`src/rtl/bcm_pkg.sv`:
```
// Shared definitions for the bit-code packer: code values, packer states and
// the helper that sizes the fill index and word-count fields.
package bcm_pkg;

    localparam logic [1:0] CODE_00 = 2'b00;
    localparam logic [1:0] CODE_01 = 2'b01;
    localparam logic [1:0] CODE_10 = 2'b10;
    localparam logic [1:0] CODE_11 = 2'b11;

    typedef enum logic {
        FILL = 1'b0,
        HOLD = 1'b1
    } state_t;

    // Width needed to count 0..pairs codes.
    function automatic int cnt_width(input int pairs);
        return $clog2(pairs + 1);
    endfunction

endpackage

```
`src/rtl/bcm_hist_cnt.sv`:
```
// Saturating up-counter with synchronous clear; clear wins over increment.
module bcm_hist_cnt #(
    parameter int W = 8
) (
    input  logic         clk,
    input  logic         rst_b,
    input  logic         clr,
    input  logic         inc,
    output logic [W-1:0] cnt
);

    always_ff @(posedge clk or negedge rst_b) begin
        if (!rst_b) begin
            cnt <= '0;
        end else if (clr) begin
            cnt <= '0;
        end else if (inc && (cnt != '1)) begin
            cnt <= cnt + W'(1);
        end
    end

endmodule

```
`src/rtl/bcm_packer.sv`:
```
// Packs PAIRS 2-bit mapper codes LSB-first into one word on a valid/ready output.
// Optional per-code histogram counters are built when BCM_PACKER_HIST_EN is defined.
module bcm_packer
    import bcm_pkg::*;
#(
    parameter int  PAIRS = 4,
    parameter int  CNT_W = 8,
    localparam int IW    = cnt_width(PAIRS)
) (
    input  logic               clk,
    input  logic               rst_b,
    input  logic               in_valid,
    input  logic [1:0]         in_code,
    output logic               in_ready,
    input  logic               flush,
    output logic               out_valid,
    output logic [2*PAIRS-1:0] out_data,
    output logic [IW-1:0]      out_cnt,
    input  logic               out_ready,
    output logic               state_dbg
`ifdef BCM_PACKER_HIST_EN
    ,
    input  logic               hist_clr,
    output logic [CNT_W-1:0]   hist0,
    output logic [CNT_W-1:0]   hist1,
    output logic [CNT_W-1:0]   hist2,
    output logic [CNT_W-1:0]   hist3
`endif
);

    localparam int             WORD_W = 2 * PAIRS;
    localparam logic [IW-1:0]  LAST   = IW'(PAIRS - 1);

    if (PAIRS < 2 || PAIRS > 8 || CNT_W < 1) begin : g_bad_param
        $error("bcm_packer: PAIRS must be 2..8 and CNT_W at least 1");
    end

    // Handshake: a beat moves on a side only in a cycle where its valid and
    // ready are both high; ready never depends on valid of the same side.
    state_t              state_q, state_d;
    logic [WORD_W-1:0]   buf_q, buf_d, word, data_q, data_d;
    logic [IW-1:0]       idx_q, idx_d, idx_inc, cnt_q, cnt_d;
    logic                pend_q, pend_d;
    logic                in_xfer, out_xfer, complete, do_flush;

    // While a word is held the last free slot opens only if the held word leaves.
    assign in_ready  = (state_q == FILL) || (idx_q != LAST) || out_ready;
    assign in_xfer   = in_valid && in_ready;
    assign out_xfer  = (state_q == HOLD) && out_ready;
    assign complete  = in_xfer && (idx_q == LAST);
    assign idx_inc   = idx_q + IW'(in_xfer);
    assign word      = in_xfer ? (buf_q | (WORD_W'(in_code) << {idx_q, 1'b0})) : buf_q;

    assign out_valid = (state_q == HOLD);
    assign out_data  = data_q;
    assign out_cnt   = cnt_q;
    assign state_dbg = state_q;

    always_comb begin
        state_d  = state_q;
        buf_d    = buf_q;
        idx_d    = idx_q;
        data_d   = data_q;
        cnt_d    = cnt_q;
        pend_d   = pend_q;
        do_flush = 1'b0;
        case (state_q)
            FILL: begin
                do_flush = (flush || pend_q) && (idx_inc != '0);
                pend_d   = 1'b0;
                if (complete || do_flush) begin
                    data_d  = word;
                    cnt_d   = complete ? IW'(PAIRS) : idx_inc;
                    buf_d   = {PAIRS{CODE_00}};
                    idx_d   = '0;
                    state_d = HOLD;
                end else if (in_xfer) begin
                    buf_d = word;
                    idx_d = idx_inc;
                end
            end
            HOLD: begin
                pend_d = pend_q || flush;
                // A completing beat here implies out_ready, so swap words without a bubble.
                if (complete) begin
                    data_d = word;
                    cnt_d  = IW'(PAIRS);
                    buf_d  = {PAIRS{CODE_00}};
                    idx_d  = '0;
                    pend_d = 1'b0;
                end else begin
                    if (in_xfer) begin
                        buf_d = word;
                        idx_d = idx_inc;
                    end
                    if (out_xfer) begin
                        state_d = FILL;
                    end
                end
            end
            default: state_d = FILL;
        endcase
    end

    always_ff @(posedge clk or negedge rst_b) begin
        if (!rst_b) begin
            state_q <= FILL;
            buf_q   <= {PAIRS{CODE_00}};
            idx_q   <= '0;
            data_q  <= '0;
            cnt_q   <= '0;
            pend_q  <= 1'b0;
        end else begin
            state_q <= state_d;
            buf_q   <= buf_d;
            idx_q   <= idx_d;
            data_q  <= data_d;
            cnt_q   <= cnt_d;
            pend_q  <= pend_d;
        end
    end

`ifdef BCM_PACKER_HIST_EN
    bcm_hist_cnt #(.W(CNT_W)) u_hist0 (.clk(clk), .rst_b(rst_b), .clr(hist_clr),
        .inc(in_xfer && (in_code == CODE_00)), .cnt(hist0));
    bcm_hist_cnt #(.W(CNT_W)) u_hist1 (.clk(clk), .rst_b(rst_b), .clr(hist_clr),
        .inc(in_xfer && (in_code == CODE_01)), .cnt(hist1));
    bcm_hist_cnt #(.W(CNT_W)) u_hist2 (.clk(clk), .rst_b(rst_b), .clr(hist_clr),
        .inc(in_xfer && (in_code == CODE_10)), .cnt(hist2));
    bcm_hist_cnt #(.W(CNT_W)) u_hist3 (.clk(clk), .rst_b(rst_b), .clr(hist_clr),
        .inc(in_xfer && (in_code == CODE_11)), .cnt(hist3));
`endif

endmodule

```
`config.mk`:
```
export PLATFORM = sky130hd
export DESIGN_NAME = bcm_packer
export DESIGN_NICKNAME = d
export VERILOG_FILES = /design/src/rtl/bcm_pkg.sv /design/src/rtl/bcm_hist_cnt.sv /design/src/rtl/bcm_packer.sv
export SDC_FILE = /design/constraint.sdc
export NUM_CORES = 1
export LEC_CHECK = 0
export CAP_MARGIN = 20
export CORE_ASPECT_RATIO = 1.2
export CORE_MARGIN = 1.5
export CORE_UTILIZATION = 45
export CTS_BUF_LIST = sky130_fd_sc_hd__clkbuf_8
export DETAILED_ROUTE_END_ITERATION = 8
export PLACE_DENSITY = 0.81
export REMOVE_ABC_BUFFERS = 1
export SLEW_MARGIN = 30
export SYNTH_ARGS = -nofsm -noshare
export SYNTH_HDL_FRONTEND = slang
export SYNTH_SLANG_ARGS = --single-unit
```
`constraint.sdc`:
```
create_clock -name clk -period 2.4 [get_ports clk]
set_input_delay 0.6 -clock clk [delete_from_list [all_inputs] [get_ports clk]]
set_output_delay 0.6 -clock clk [all_outputs]
set_load 0.01 [all_outputs]
```
== After elaboration in Yosys (flattened, before gate mapping) ==
Index checks and enable logic that the tools add are counted.
Word-level totals
  bits in registers: 24
  bits of input ports: 7
  word-level logic and storage cells: 46
Cells by class
  add/sub/neg operators: 1
  eq/ne operators: 4
  shift operators: 1
  mux-type cells: 22
  bitwise logic cells: 2
  reductions and logical operators: 10
Operator list (number)
  $mux 8: 6
  $pmux 8 s2: 2
  $mux 3: 6
  $pmux 3 s2: 2
  $or 8x8->8: 1
  $shl 2x4->8: 1
  $logic_and 1x1->1: 4
  $logic_or 1x1->1: 4
  $mux 1: 4
  $ne 2x1->1 const B: 2
  $pmux 1 s2: 2
  $add 3x1->3: 1
  $eq 3x2->1 const B: 1
  $ne 3x2->1 const B: 1
  $reduce_bool 3->1: 1
  $reduce_and 2->1: 1
  $not 1->1: 1

== Logic depth before layout (Yosys ltp) ==
Gate-level depths: netlist (run 1).
  depth in word-level cells: 10
  depth in mapped cells: 10
  mapped depth without buffers: 8

== Worst setup path before layout (run 1) ==
No wires, ideal clock.
  kind: input port to flip-flop
  start: in out_ready
  end: reg data_q[5] (netlist: out_data[5])
  arrival: 2302 ps
  required time: 2327 ps
  path slack: 25 ps
  stages: 9
  path buffers: 2
  path through: nand2b_1 > o31a_1 > ha_1 > ha_1 > o31ai_4 > nand2b_1 > buf_6 > buf_6 > a21oi_2
On the way
  cells in the longest elaborated chain, start to end: 8
Ends and longest elaborated chain
  start: declaration: RTL line bcm_packer.sv:19  | input logic out_ready,
  $logic_or 1x1->1 *: RTL line bcm_packer.sv:47  | assign in_ready = (state_q == FILL) || (idx_q != LAST) || out_ready;
  $logic_and 1x1->1 *: RTL line bcm_packer.sv:48  | assign in_xfer = in_valid && in_ready;
  $add 3x1->3: RTL line bcm_packer.sv:51  | assign idx_inc = idx_q + IW'(in_xfer);
  $reduce_bool 3->1: RTL line bcm_packer.sv:69  | do_flush = (flush || pend_q) && (idx_inc != '0);
  $logic_and 1x1->1: RTL line bcm_packer.sv:69
  $logic_or 1x1->1: RTL line bcm_packer.sv:71  | if (complete || do_flush) begin
  $ne 2x1->1 (no source line)
  $reduce_and 2->1 (no source line)
  end signal: assignment: RTL line bcm_packer.sv:117  | data_q <= data_d;
  end: declaration: RTL line bcm_packer.sv:41  | logic [WORD_W-1:0] buf_q, buf_d, word, data_q, data_d;
Mark *: on every way between the ends. The rest lies on a longest branch, timed or not. The select of a mux whose other input is x is not followed.
A chain may end at the register's enable or synchronous reset.

== Worst setup path after layout (run 1) ==
  start: in out_ready
  end: reg data_q[7] (netlist: out_data[7])
Same word-level chain as after synthesis.

==> metrics.md, run 1 <==
| Metric | Value |
|---|---|
| ANT nets after route | 0 |
| Buf/Inv on CP | 3 |
| DR iter-0 viols | 32 |
| Peak supply drop | around 860 µV |
| Power per Cell Area | around 1400 mW/mm² |
| Total negative slack | 0 ns |
| Setup violators final | 0 |
| Die Y | around 57 µm |
| R2R Setup Slk | about 0.22 ns |
| Hold Slack | just under 0.5 ns |
| Die X | approximately 48 µm |
| Largest area contributor in the netlist | dfrtp_1 |
| Hold Fails Final Rpt | 0 |
| Tcrit/Tclk final | 0.9611 |
| Post-Syn Instances | 94 |
| DR vias | about 840 |
| Async SR Flop Fraction | 1.000 |
| Post-synth top flop | dfrtp_1 |
| Port Buffers | 20 |
| Count leader, synth | dfrtp_1 |
| Post-CTS Hold Buffers | 0 |
| Total CTS buffers | 3 |
| Critical Path RT | between 2 and 3 ns |
| Post-synthesis register bit count | 24 |
| R2R cell count | 9 |
| Peak Freq | 433.5 MHz |
| Die area | about 0.0027 mm² |
| Layout area overhead | 39.22% |
| Critical path fanouts, max | 3 |
| Static leakage | about 0.66 nW |
| Routed len/inst | approximately 14 µm |
| Final worst path period need | 2.307 ns |
| Placed Cells | between 150 and 200 |
| CP Data Arrival Time | between 2 and 3 ns |
| Vias per inst | roughly 5.3 |
| Total Wirelength | between 2 and 2.5 mm |
| Worst-Margin Slew | about 0.33 ns |
| Yosys cell types | 28 |
| Max cap viols | 0 |
| Cell area after layout | around 0.0015 mm² |
| CP delay by family, top | compound AO/OA/AOI/OAI gates |
| Fin. max-slew vios | 0 |
| Post-detail-place hpwl | between 1.5 and 2 mm |
| YS warnings | 0 |
| Kind of critical path | in2reg |
| Root Buffer | clkbuf_8 |
| Register area share after synthesis | 0.5505 |
| # diodes | 0 |
| CTS tree | done |
| Setup crit start | out_ready |
| Fin worst setup slack | slightly above 0.09 ns |
| Min-Delay Endpoint | buf_q[3] |
| Core ar. | about 0.0023 mm² |
| Number of synthesized flops with an enable pin | 0 |
| Fill count | approximately 190 |
| Standard-cell rows | 19 |
| CP max stage cell | o31a_1 |
| CP cell instances | dlygate4sd2_1, nand2b_4, o31a_1, ha_2, ha_4, xor2_4, o31ai_4, buf_4, buf_4, mux2i_1, a2bb2oi_2 |
| Top post-synthesis cells by area | dfrtp_1 (55%), nor2_1 (4.5%), a21oi_1 (3.7%), mux2i_1 (2.8%), nor3_1 (2.8%) |
| HP Start | buf_q[3] |
| Yosys top cell area share | 0.5505 |
| Starting Density | 0.4781 |
| Clk Latency, worst-skew pair | 0.26 ns |
| Critical Path End Type | flip-flop |
| Slowest stage delay, CP | approximately 0.26 ns |
| Grt ovf | 0 |
| Startpoint types | input port |
| Syn avg cell area | between 10 and 15 µm² |
| RSZ-0062 raised after global routing | false |
| Layout Nets | 138 |
| Slew headroom | 0.7778 |
| Placer Congestion | approximately 0.88 |
| Hold Path Class | reg2reg |
| Largest net degree at the start of global routing | 25 |
| CTS HTree Levels | 1 |
| Worst r2r dst | out_data[7] |
| Skew final | slightly below 0.004 ns |
| Vias in the first global route | 883 |
| Post-place setup slack | -0.3425 ns |
| Final Non-Filler Cells | between 150 and 200 |
| Synthesized area | ~0.0011 mm² |
| Global-route wire length before repair | ~3.8 mm |
| IO Pins | 21 |
| Layout cell share with drive strength beyond 1 | 0.2500 |
| Worst reg2reg startpoint | idx_q[2] |
| Initial antenna violation count | 0 |
| Gr usage total | 0.2022 |
| Status | finished, final reports clean |
| Post-route DRC | 0 |
| CTS Buffer Depth | 2 |
| Commonest cells in the synthesized netlist | dfrtp_1 (24), nor2_1 (13), a21oi_1 (8) |
| Area after DPL | ~0.0014 mm² |
| Clock transition at path regs | ~0.080 ns |
| Clk sinks | 24 |
| WHS Path Cells | 2 |
| Drt pass-1 iters | 4 |
| CP most frequent cell | buf_4 |
[repair_timing]
item / CTS / global route
gates cloned: 1 / 0
setup buffers: 1 / 0
resized for setup: 10 / 1
pin swaps: 3 / 4
endpoints found under the setup margin: 17 / 17
[where the power goes]
part | internal [W] | switching (W) | total, W
Combinational | 0.000552 | 0.000473 | 0.00102
Clock | 0.000223 | 0.000124 | 0.000347
Sequential | 0.000577 | 0.000106 | 0.000683
Total | 0.00135 | 0.000702 | 0.00205
[cell type report]
| cell class | count | area (µm²) | share of cell area |
|---|---|---|---|
| tap | 31 | 38.79 | 0.02554 |
| sequential | 24 | 600.6 | 0.3954 |
| inverter | 3 | 11.26 | 0.007413 |
| clock buffer | 3 | 41.29 | 0.02718 |
| timing repair buffer | 35 | 316.6 | 0.2084 |
| multi-input combinational | 62 | 480.5 | 0.3163 |
| clock inverter | 1 | 30.03 | 0.01977 |
[worst max path at each step]
stage | endpoint | slack (ns) | depth (start not counted)
floorplan | out_valid | -0.16 | 7
global placement | out_data[0] | -0.33 | 9
detailed placement | out_data[3] | -0.34 | 10
CTS | out_data[7] | 0.03 | 10
global route | out_data[7] | 0.03 | 11
finish | out_data[7] | 0.09 | 11
[worst min-delay path: cells and delay by family (launching register included)]
family / cells / cell delay [ns]
AND/OR/NAND/NOR: 1 / 0.07
AO/OA/AOI/OAI: 1 / 0.05
flip-flops: 1 / 0.33
[cells in the final DEF (no fill, tap or decap), types with 2 or more instances in the layout]
| master | n |
|---|---|
| o21ai_0 | 3 |
| nor3_1 | 6 |
| nand2b_4 | 3 |
| clkbuf_8 | 3 |
| nor3b_1 | 3 |
| clkdlybuf4s50_1 | 18 |
| a22oi_1 | 2 |
| a2bb2oi_2 | 2 |
| inv_1 | 3 |
| dfrtp_1 | 24 |
| buf_6 | 2 |
| mux2i_1 | 3 |
| o31a_1 | 2 |
| a31oi_1 | 4 |
| nor2_1 | 13 |
| buf_4 | 12 |
| a21oi_1 | 8 |
[per-layer routing]
metal,up-vias,track usage,share of wire
met5,-,0,0
li1,399,-,-
met3,5,0.03797,0.048
met2,35,0.3257,0.53
met4,0,0.1042,0.016
met1,400,0.2479,0.40
[through the flow]
step,power (W),util
after floorplan,0.001186,-
after global placement,0.001592,0.6080
after detailed placement,0.001617,0.6080
after CTS,0.002057,0.6623
after global routing,0.002196,0.6656
final,0.002054,0.6656
[state kept, by name, indices dropped and copies added, names as in the netlist]
signal / cells
out_cnt: 3
out_data: 8
pend_q: 1
buf_q: 8
out_valid: 1
idx_q: 3
[kinds of logic (layout without fill, tap and decap cells)]
| group | count (synthesis) | after routing | synth area share |
|---|---|---|---|
| compound gates | 25 | 25 | 0.1766 |
| xor+xnor | 1 | 1 | 0.01491 |
| fa+ha+maj | 2 | 2 | 0.02293 |
| buf+inv | 8 | 42 | 0.04702 |
| flops | 24 | 24 | 0.5505 |
| mux | 3 | 3 | 0.02752 |
| simple gates | 31 | 31 | 0.1606 |
Power figures use the tool's default switching activity.
==> inputs of run 2 (changes only) <==
--- a/config.mk
+++ b/config.mk
@@ -7,13 +7,12 @@
 export LEC_CHECK = 0
 export CAP_MARGIN = 20
 export CORE_ASPECT_RATIO = 1.2
-export CORE_MARGIN = 1.5
+export CORE_MARGIN = 5
 export CORE_UTILIZATION = 45
 export CTS_BUF_LIST = sky130_fd_sc_hd__clkbuf_8
 export DETAILED_ROUTE_END_ITERATION = 8
 export PLACE_DENSITY = 0.81
 export REMOVE_ABC_BUFFERS = 1
-export SLEW_MARGIN = 30
 export SYNTH_ARGS = -nofsm -noshare
 export SYNTH_HDL_FRONTEND = slang
 export SYNTH_SLANG_ARGS = --single-unit
==> run 2 against run 1 <==
Power increased by 8.5%. Design area up 4.7%. Combinational power up 17%. Worst hold slack improved by 0.018 ns. Wire length rose by 9.1%. Cell count rose by 1.3%. Global-route usage shrank 3.4 points. Critical path depth is 1 lower. Critical path type unchanged.
==> metrics.md, run 2 (same netlist as run 1, synthesis figures left out) <==
| Metric | Value |
|---|---|
| Status | finished, final reports clean (unchanged) |
| Critical Path RT | 2.60 ns (about the same) |
| Global-route wire length before repair | 4.402 mm (was 3.829 mm) |
| Total CTS buffers | 3 (unchanged) |
| Largest net degree at the start of global routing | 25 (unchanged) |
| Power per Cell Area | 1401 mW/mm² (was 1352 mW/mm²) |
| Internal | 0.001501 W (was 0.001352 W) |
| RSZ-0062 raised after global routing | false (unchanged) |
| Final Total Pwr | 0.002229 W (was 0.002054 W) |
| Final worst path period need | 2.311 ns (was 2.307 ns) |
| Vias per inst | 5.255 (was 5.277) |
| ANT nets after route | 0 (unchanged) |
| Post-route DRC | 0 (unchanged) |
| Worst-Margin Slew | 0.3240 ns (was 0.3333 ns) |
| CTS tree | done (unchanged) |
| # diodes | 0 (unchanged) |
| Layout cell share with drive strength beyond 1 | 0.2769 (was 0.2500) |
| Fill count | 159 (was 187) |
| DR vias | 846 (was 839) |
| Kind of critical path | in2reg (unchanged) |
| Max cap viols | 0 (unchanged) |
| Clock Power Share | 0.157 (was 0.169) |
| Gr usage total | 0.1677 (was 0.2022) |
| Hold Path Class | reg2reg (unchanged) |
| Fin util | 0.6896 (was 0.6656) |
| R2R Setup Slk | 0.20 ns (was 0.22 ns) |
| Skew final | 0.007747 ns (was 0.003951 ns) |
| Sequential share of power | 0.308 (was 0.333) |
| Die area | 0.003514 mm² (was 0.002730 mm²) |
| Vias in the first global route | 908 (was 883) |
| CP Data Arrival Time | 2.51 ns (was 2.50 ns) |
| Fin worst setup slack | 0.08868 ns (was 0.09343 ns) |
| CTS HTree Levels | 1 (unchanged) |
| Worst reg2reg startpoint | idx_q[2] (unchanged) |
| Fin. max-slew vios | 0 (unchanged) |
| Switch share | 0.3267 (was 0.3419) |
| Clk sinks | 24 (unchanged) |
| Post-place setup slack | -0.4071 ns (was -0.3425 ns) |
| Total Wirelength | 2.484 mm (was 2.276 mm) |
| CTS Buffer Depth | 2 (unchanged) |
| Layout Nets | 140 (was 138) |
| Core ar. | 0.002306 mm² (was 0.002282 mm²) |
| Cell area after layout | 0.001590 mm² (was 0.001519 mm²) |
| Routed len/inst | 15.43 µm (was 14.31 µm) |
| Hold Slack | 0.5042 ns (was 0.4862 ns) |
| Peak supply drop | 1160 µV (was 855.5 µV) |
| Critical path fanouts, max | 9 (was 3) |
| Clock transition at path regs | 0.09 ns (was 0.08 ns) |
| Area of the multi-input gates | 484.2 µm² (was 480.5 µm²) |
| Root Buffer | clkbuf_8 (unchanged) |
| Setup crit start | out_ready (unchanged) |
| Critical Path End Type | flip-flop (unchanged) |
| End of the critical path | buf_q[5] (was out_data[7]) |
| IO Pins | 21 (unchanged) |
| Port Buffers | 20 (unchanged) |
| DR iter-0 viols | 31 (was 32) |
| Standard-cell rows | 19 (unchanged) |
| Starting Density | 0.4731 (was 0.4781) |
| Commonest non-fill, non-tap cell in the layout | dfrtp_1 (unchanged) |
| Hold Fails Final Rpt | 0 (unchanged) |
| Clk Latency, worst-skew pair | 0.27 ns (was 0.26 ns) |
| Startpoint types | input port (unchanged) |
| Area after DPL | 0.001393 mm² (was 0.001388 mm²) |
| Tcrit/Tclk final | 0.9630 (was 0.9611) |
| Initial antenna violation count | 0 (unchanged) |
| Worst r2r dst | buf_q[5] (was out_data[7]) |
| Placer Congestion | 0.7780 (was 0.8774) |
| Combinational power share | 0.536 (was 0.499) |
| Grt ovf | 0 (unchanged) |
| Die X | 54.95 µm (was 47.95 µm) |
| Peak Freq | 432.7 MHz (was 433.5 MHz) |
| Storage cell area | 600.6 µm² (unchanged) |
| Setup violators final | 0 (unchanged) |
| Die Y | 63.94 µm (was 56.94 µm) |
| Most frequent cells in the layout | dfrtp_1 (24), clkdlybuf4s50_1 (18), buf_4 (14), nor2_1 (13), a21oi_1 (7) (was dfrtp_1 (24), clkdlybuf4s50_1 (18), nor2_1 (13), buf_4 (12), a21oi_1 (8)) |
| Psw | 0.0007282 W (was 0.0007023 W) |
| Drt pass-1 iters | 4 (unchanged) |
| R2R cell count | 8 (was 9) |
| Slew headroom | 0.7840 (was 0.7778) |
| Post-detail-place hpwl | 1.650 mm (was 1.583 mm) |
| Static leakage | 0.6979 nW (was 0.6635 nW) |
| Layout area overhead | 45.76% (was 39.22%) |
-- run 2: how the worst min path moves through the flow --
stage | from | endpoint | slack [ns] | depth (start not counted)
after floorplan | rst_b | buf_q[0] | 0.30 | 0
after global placement | buf_q[2] | buf_q[2] | 0.46 | 2
after detailed placement | buf_q[1] | buf_q[1] | 0.48 | 2
after CTS | buf_q[1] | buf_q[1] | 0.50 | 2
after global routing | buf_q[1] | buf_q[1] | 0.53 | 2
final | buf_q[2] | buf_q[2] | 0.50 | 2
-- run 2: power by group through the flow --
stage	combinational [W]	sequential (W)	clock [W]
final	0.00119	0.000685	0.000349
after detailed placement	0.000958	0.000682	0
after global placement	0.000932	0.000674	0
after global routing	0.00129	0.000708	0.000377
after floorplan	0.000462	0.000723	0
after CTS	0.00117	0.000682	0.000356
-- run 2: repair_timing --
action	4_1_cts	5_1_grt
hold buffers	0	0
setup endpoints to repair	23	13
gates cloned	2	0
hold endpoints to repair	0	0
setup buffers	3	0
gates resized for setup	9	2
-- run 2: area by class of cell --
class                      instances  share of cell area
tap                               31             0.02439
clock buffer                       3             0.02596
timing repair buffer              37              0.2415
sequential                        24              0.3777
multi-input combinational         62              0.3045
clock inverter                     1             0.01888
inverter                           3            0.007081
-- run 2: per-layer routing --
| layer | up-vias | GRT usage | wire length, µm |
|---|---|---|---|
| li1 | 401 | - | - |
| met5 | - | 0 | 0 |
| met2 | 23 | 0.2692 | 1270 |
| met1 | 417 | 0.2232 | 1066 |
| met3 | 5 | 0.02791 | 110 |
| met4 | 0 | 0.06079 | 36 |
-- run 2: worst max-delay path, stage by stage --
cell and delay [ns]:
dlygate4sd2_1 0.24, nand2b_4 0.14, o31a_1 0.26, ha_2 0.19, ha_4 0.17, xor2_4 0.16, o31ai_4 0.24, nand2b_4 0.10
bufbuf_16 0.28, nor2_1 0.12
-- run 2: per-stage QoR --
step,cells,TNS [ns]
floorplan,89,-1.150
global placement,152,-5.856
detailed placement,152,-7.769
CTS,161,0
global route,161,0
finish,161,0
